File: src/rtl/pipe_stall_ctrl.sv
// Pipeline stall/flush controller: stage enables, IF/ID flush, ID/EX bubble,
// memory-wait and debug-halt sequencing, and a saturating stall-cycle counter.
module pipe_stall_ctrl #(
  parameter int REG_W    = 5,
  parameter int ZERO_REG = 31,
  parameter int CNT_W    = 16
) (
  input  logic             clk,
  input  logic             reset,
  input  logic             ex_mem_read,
  input  logic [REG_W-1:0] ex_rd,
  input  logic [REG_W-1:0] id_rn,
  input  logic [REG_W-1:0] id_rm,
  input  logic             id_uses_rm,
  input  logic             br_taken,
  input  logic             mem_busy,
  input  logic             halt_req,
  input  logic             step,
  input  logic             clr_cnt,
  output logic             pc_en,
  output logic             ifid_en,
  output logic             idex_en,
  output logic             exmem_en,
  output logic             memwb_en,
  output logic             ifid_flush,
  output logic             idex_bubble,
  output logic [1:0]       ctrl_state,
  output logic [CNT_W-1:0] stall_cycles
);

  typedef enum logic [1:0] {
    RUN      = 2'b00,
    MEM_WAIT = 2'b01,
    HALTED   = 2'b10
  } state_t;

  localparam logic [REG_W-1:0] ZR = REG_W'(ZERO_REG);

  state_t state, state_next;
  logic   lu_hazard;
  logic   active;

  assign lu_hazard = ex_mem_read && (ex_rd != ZR) &&
                     ((ex_rd == id_rn) || (id_uses_rm && (ex_rd == id_rm)));

  assign ctrl_state = state;

  always_ff @(posedge clk) begin
    if (reset) state <= RUN;
    else       state <= state_next;
  end

  always_comb begin
    pc_en       = 1'b0;
    ifid_en     = 1'b0;
    idex_en     = 1'b0;
    exmem_en    = 1'b0;
    memwb_en    = 1'b0;
    ifid_flush  = 1'b0;
    idex_bubble = 1'b0;
    state_next  = state;
    // Only a halted core without a step pulse is idle; the MEM_WAIT exit cycle advances.
    active      = (state != HALTED) || step;

    if (!reset) begin
      if (mem_busy || !active) begin
        pc_en = 1'b0;
      end else if (lu_hazard) begin
        idex_en     = 1'b1;
        exmem_en    = 1'b1;
        memwb_en    = 1'b1;
        idex_bubble = 1'b1;
      end else begin
        pc_en      = 1'b1;
        ifid_en    = 1'b1;
        idex_en    = 1'b1;
        exmem_en   = 1'b1;
        memwb_en   = 1'b1;
        ifid_flush = br_taken;
      end

      case (state)
        RUN: begin
          if (mem_busy)      state_next = MEM_WAIT;
          else if (halt_req) state_next = HALTED;
        end
        MEM_WAIT: begin
          if (!mem_busy) state_next = halt_req ? HALTED : RUN;
        end
        HALTED: begin
          if (mem_busy)       state_next = MEM_WAIT;
          else if (!halt_req) state_next = RUN;
        end
        default: state_next = RUN;
      endcase
    end
  end

  always_ff @(posedge clk) begin
    if (reset || clr_cnt)
      stall_cycles <= '0;
    else if (!pc_en && (stall_cycles != '1))
      stall_cycles <= stall_cycles + 1'b1;
  end

endmodule

File: config.mk
export PLATFORM = sky130hd
export DESIGN_NAME = pipe_stall_ctrl
export DESIGN_NICKNAME = d
export VERILOG_FILES = /design/src/rtl/pipe_stall_ctrl.sv
export SDC_FILE = /design/constraint.sdc
export NUM_CORES = 1
export LEC_CHECK = 0
export ABC_CLOCK_PERIOD_IN_PS = 3300
export CAP_MARGIN = 10
export CELL_PAD_IN_SITES_DETAIL_PLACEMENT = 0
export CELL_PAD_IN_SITES_GLOBAL_PLACEMENT = 1
export CORE_MARGIN = 2
export CORE_UTILIZATION = 31
export CTS_CLUSTER_DIAMETER = 40
export DETAILED_ROUTE_END_ITERATION = 16
export PLACE_DENSITY_LB_ADDON = 0.08
export SLEW_MARGIN = 30
export SYNTH_ARGS = -nofsm -noshare
export SYNTH_HDL_FRONTEND = slang
export SYNTH_SLANG_ARGS = --single-unit
File: constraint.sdc
create_clock -name clk -period 3.3 [get_ports clk]
set_input_delay 0.66 -clock clk [delete_from_list [all_inputs] [get_ports clk]]
set_output_delay 0.66 -clock clk [all_outputs]
set_load 0.01 [all_outputs]
==> qor.log <==
qor: yosys.synthesis.area_per_instance 8.19 sq um
qor: setup_path.worst-r2r-setup-slack 1150 ps
qor: pwr.power-per-cell-area 269 nW/um^2
qor: timing.timing.fmax 0.315 GHz
qor: yosys.synth_adder_area_share 1.18%
qor: cts.clkTransAtPathRegs 100 ps
qor: layout.final-instance-count-excl-fill 224
qor: setup_path.setup.worst_path.class input port to output pin
qor: worst_hold_path.worstHoldPathType flop to flop
qor: setup_path.worstRegToRegCells 6
qor: layout.mostFrequentLayoutCells 46 x sky130_fd_sc_hd__clkdlybuf4s50_1, 18 x sky130_fd_sc_hd__dfxtp_1, 17 x sky130_fd_sc_hd__a21oi_1
qor: setup_path.critical_path.reg2reg.endpoint stall_cycles[3]
qor: timing.final_worst_setup_slack 125 ps
qor: route.drtIter0Drc 50
qor: cts.cts_tree done
qor: layout.design.final.nets 204
qor: global_routing.antenna_found_initial 0
qor: global_routing.grt_first_pass_wirelength 4.67 mm
qor: route.ant_nets 0
qor: timing.fin_hold_ws 503 ps
qor: cts.clock-sinks 18
qor: yosys.synth.top_cells.by_area sky130_fd_sc_hd__dfxtp_1 34%, sky130_fd_sc_hd__o31ai_1 9.2%, sky130_fd_sc_hd__or4_1 9.2%, sky130_fd_sc_hd__a21oi_1 8.1%, sky130_fd_sc_hd__xor2_1 7.5%
qor: setup_path.critical-path-top-cell-by-count sky130_fd_sc_hd__clkdlybuf4s50_1
qor: floorplan.initial_core_utilization 31.9%
qor: setup_path.worst_setup_path_end_kind output pin
qor: layout.area_delta_synth_final 55.8%
qor: cts.holdBufCountCts 0
qor: yosys.synth.top_cell.area_share 34.1%
qor: yosys.yosysWarnings 0
qor: floorplan.floorplan.die.height 62.4 microns
qor: place.hpwl 2.08 mm
qor: setup_path.cpMaxStageDelayCell sky130_fd_sc_hd__clkdlybuf4s50_1
qor: route.drt_pre_antenna_iters 4
qor: place.port_buffers 48
qor: timing.final.period_utilization 96.2%
qor: layout.post_route_cells_drive_above_1_share 9.55%
qor: route.routed_vias 1149
qor: timing.timing.setup.tns 0 ps
qor: timing.slew_headroom 54.4%
qor: setup_path.regToRegStartpoint stall_cycles[0]
qor: yosys.mappedNetlistNets 154
qor: timing.tightest_slew 681 ps
qor: yosys.synth_area 1060 sq um
qor: yosys.synthesis.instances 129
qor: setup_path.timing.critical_path.from ex_rd[0]
qor: yosys.post_synthesis_sequential_area_ratio 34.1%
qor: yosys.synth_xor_area_share 8.29%
qor: global_routing.grt.overflow.total 0
qor: floorplan.ioPinCount 49
qor: route.route.detailed.vias_per_inst 5.13
qor: yosys.synth_top_family_by_area simple AND/OR/NAND/NOR gates
qor: place.gp_congestion 0.706
qor: timing.rsz_0062_raised_after_global_routing false
qor: timing.drv_slew 0
qor: setup_path.list_of_cells_traversed_by_the_critical_path clkdlybuf4s50_1, buf_4, xor2_1, nor3_1, a32oi_1, o21ai_2, inv_2, clkdlybuf4s50_1
qor: global_routing.grt_start_max_net_pins 31
qor: run.max_cap_viol_count 0
qor: timing.finalHoldViolations 0
qor: route.routed_wl 2.81 mm
qor: global_routing.grt_pass1_vias 1110
qor: yosys.post_synth_mux_area_share 0%
qor: pwr.vdd_drop_max 0.000117 V
qor: setup_path.cp_top_family buffers and inverters
qor: setup_path.max_stage_delay 490 ps
qor: floorplan.die-width 62.4 microns
qor: timing.period_minus_ws_final 3180 ps
qor: layout.final_common_cell sky130_fd_sc_hd__clkdlybuf4s50_1
qor: setup_path.worstPathArrival 2520 ps
qor: setup_path.worstSetupPathDepth 8
qor: floorplan.design.die.area 3890 sq um
qor: route.avgRoutedWirePerCell 12.5 microns
qor: cts.cts_inserted_buffers 3
qor: place.place_worst_setup_slack -44.7 ps
qor: place.placed_cells_incl_taps 219
qor: yosys.synth.ff_latch_count 18
qor: run_status.run_status completed
qor: timing.final.setup_skew 6.11 ps
qor: cts.cts_htree_levels 1
qor: setup_path.critPathMaxFanout 4
qor: setup_path.cp_data_required_time 2640 ps
qor: route.drc_errors 0
qor: floorplan.area_of_the_core 3310 sq um
qor: setup_path.worst_setup_path_start_kind input port
qor: pwr.leak 0.573 nW
qor: cts.cts_max_path_buffers 2
qor: setup_path.crit_buf_inv 4
qor: yosys.simple_gate_portion_of_the_synthesized_area 28.8%
qor: global_routing.total_track_usage 14.5%
qor: cts.insertion_delay 290 ps
qor: layout.antenna_cells 0
qor: setup_path.endpoint ifid_en
qor: floorplan.rows 21
qor: cts.clock-root-buffer sky130_fd_sc_hd__clkbuf_4
qor: yosys.post-synth-top-area-cell sky130_fd_sc_hd__dfxtp_1
qor: yosys.synth.distinct_cells 33
qor: timing.setup_viol 0
qor: yosys.post_synthesis_compound_gate_area_fraction 21.1%
## metal layers
layer	global-route usage, %	routed length [microns]	up-vias	part of all wire (%)
met5	0	0	-	0
met4	5.00	18	0	0.64
met3	2.72	176	2	6.3
met2	26.8	1380	40	49
met1	16.8	1240	522	44
li1	-	-	585	-
## layout make-up
type / count / area [sq um]
Tap cell: 46 / 57.6
Fill cell: 342 / 1670
Multi-Input combinational cell: 98 / 638
Timing Repair Buffer: 56 / 546
Clock buffer: 4 / 36.3
Sequential cell: 18 / 360
Inverter: 2 / 7.51
## worst min-delay path by stage
stage / from / endpoint / slack (ps) / depth (start not counted)
floorplan: stall_cycles[14] / stall_cycles[14] / 500 / 2
finish: stall_cycles[14] / stall_cycles[14] / 500 / 2
detailed placement: stall_cycles[14] / stall_cycles[14] / 490 / 2
global route: stall_cycles[4] / stall_cycles[4] / 530 / 2
CTS: stall_cycles[14] / stall_cycles[14] / 510 / 2
global placement: stall_cycles[4] / stall_cycles[4] / 470 / 2
## cell usage after synthesis
master                     number
sky130_fd_sc_hd__buf_4          3
sky130_fd_sc_hd__nand4_1        1
sky130_fd_sc_hd__o21ai_0        3
sky130_fd_sc_hd__nor2_1         4
sky130_fd_sc_hd__a32oi_1        1
sky130_fd_sc_hd__clkbuf_1       3
sky130_fd_sc_hd__nor3_1         3
sky130_fd_sc_hd__nand2_1        6
sky130_fd_sc_hd__and3b_1        1
sky130_fd_sc_hd__inv_2          1
sky130_fd_sc_hd__nand3b_1       1
sky130_fd_sc_hd__dfxtp_1       18
sky130_fd_sc_hd__and4_1         2
sky130_fd_sc_hd__xor2_1         9
sky130_fd_sc_hd__nor4_1         1
sky130_fd_sc_hd__ha_1           1
sky130_fd_sc_hd__and3_1         3
sky130_fd_sc_hd__buf_1          3
sky130_fd_sc_hd__or4_1         13
sky130_fd_sc_hd__buf_6          1
sky130_fd_sc_hd__nand3_1       10
sky130_fd_sc_hd__or2_2          1
sky130_fd_sc_hd__buf_2          1
sky130_fd_sc_hd__inv_1          1
sky130_fd_sc_hd__a211oi_1       1
sky130_fd_sc_hd__nor2b_1        1
sky130_fd_sc_hd__xnor2_1        1
sky130_fd_sc_hd__o21ai_2        1
sky130_fd_sc_hd__nor3b_1        1
sky130_fd_sc_hd__or3_1          1
sky130_fd_sc_hd__a21oi_1       17
sky130_fd_sc_hd__o31ai_1       13
sky130_fd_sc_hd__and2_1         2
## where the power goes
| part | internal, W | switching, W | leakage (nW) |
|---|---|---|---|
| combinational | 0.0000509 | 0.0000338 | 0.406 |
| sequential | 0.000219 | 0.00000287 | 0.146 |
| clock | 0.0000672 | 0.0000685 | 0.0210 |
## stage by stage
stage	power [W]	util, %	instance area [sq um]
finish	0.000443	49.7	1650
CTS	0.000449	49.3	1630
global route	0.000467	49.7	1650
global placement	0.000309	48.0	1590
floorplan	0.000260	-	1060
detailed placement	0.000310	48.0	1590
## worst register-to-register path: cells and delay by family, from the launching register on
kind	cells	cell delay, ps
simple gates	3	930
compound gates	1	60
flops	1	460
buf+inv	1	330
fa+ha+maj	1	260
## flip-flops by register name, summed over array words and instances (netlist names)
| name | count |
|---|---|
| ctrl_state | 2 |
| stall_cycles | 16 |
## kinds of logic after synthesis
group | after synthesis
flops | 18
buf+inv | 13
fa+ha+maj | 1
simple gates | 51
xor+xnor | 10
compound gates | 36
## timing repair
item,4_1_cts,5_1_grt
endpoints found under the setup margin,1,2
pin swaps,1,3
setup buffers,0,1
gates resized for setup,1,2
Power figures use the tool's default switching activity.
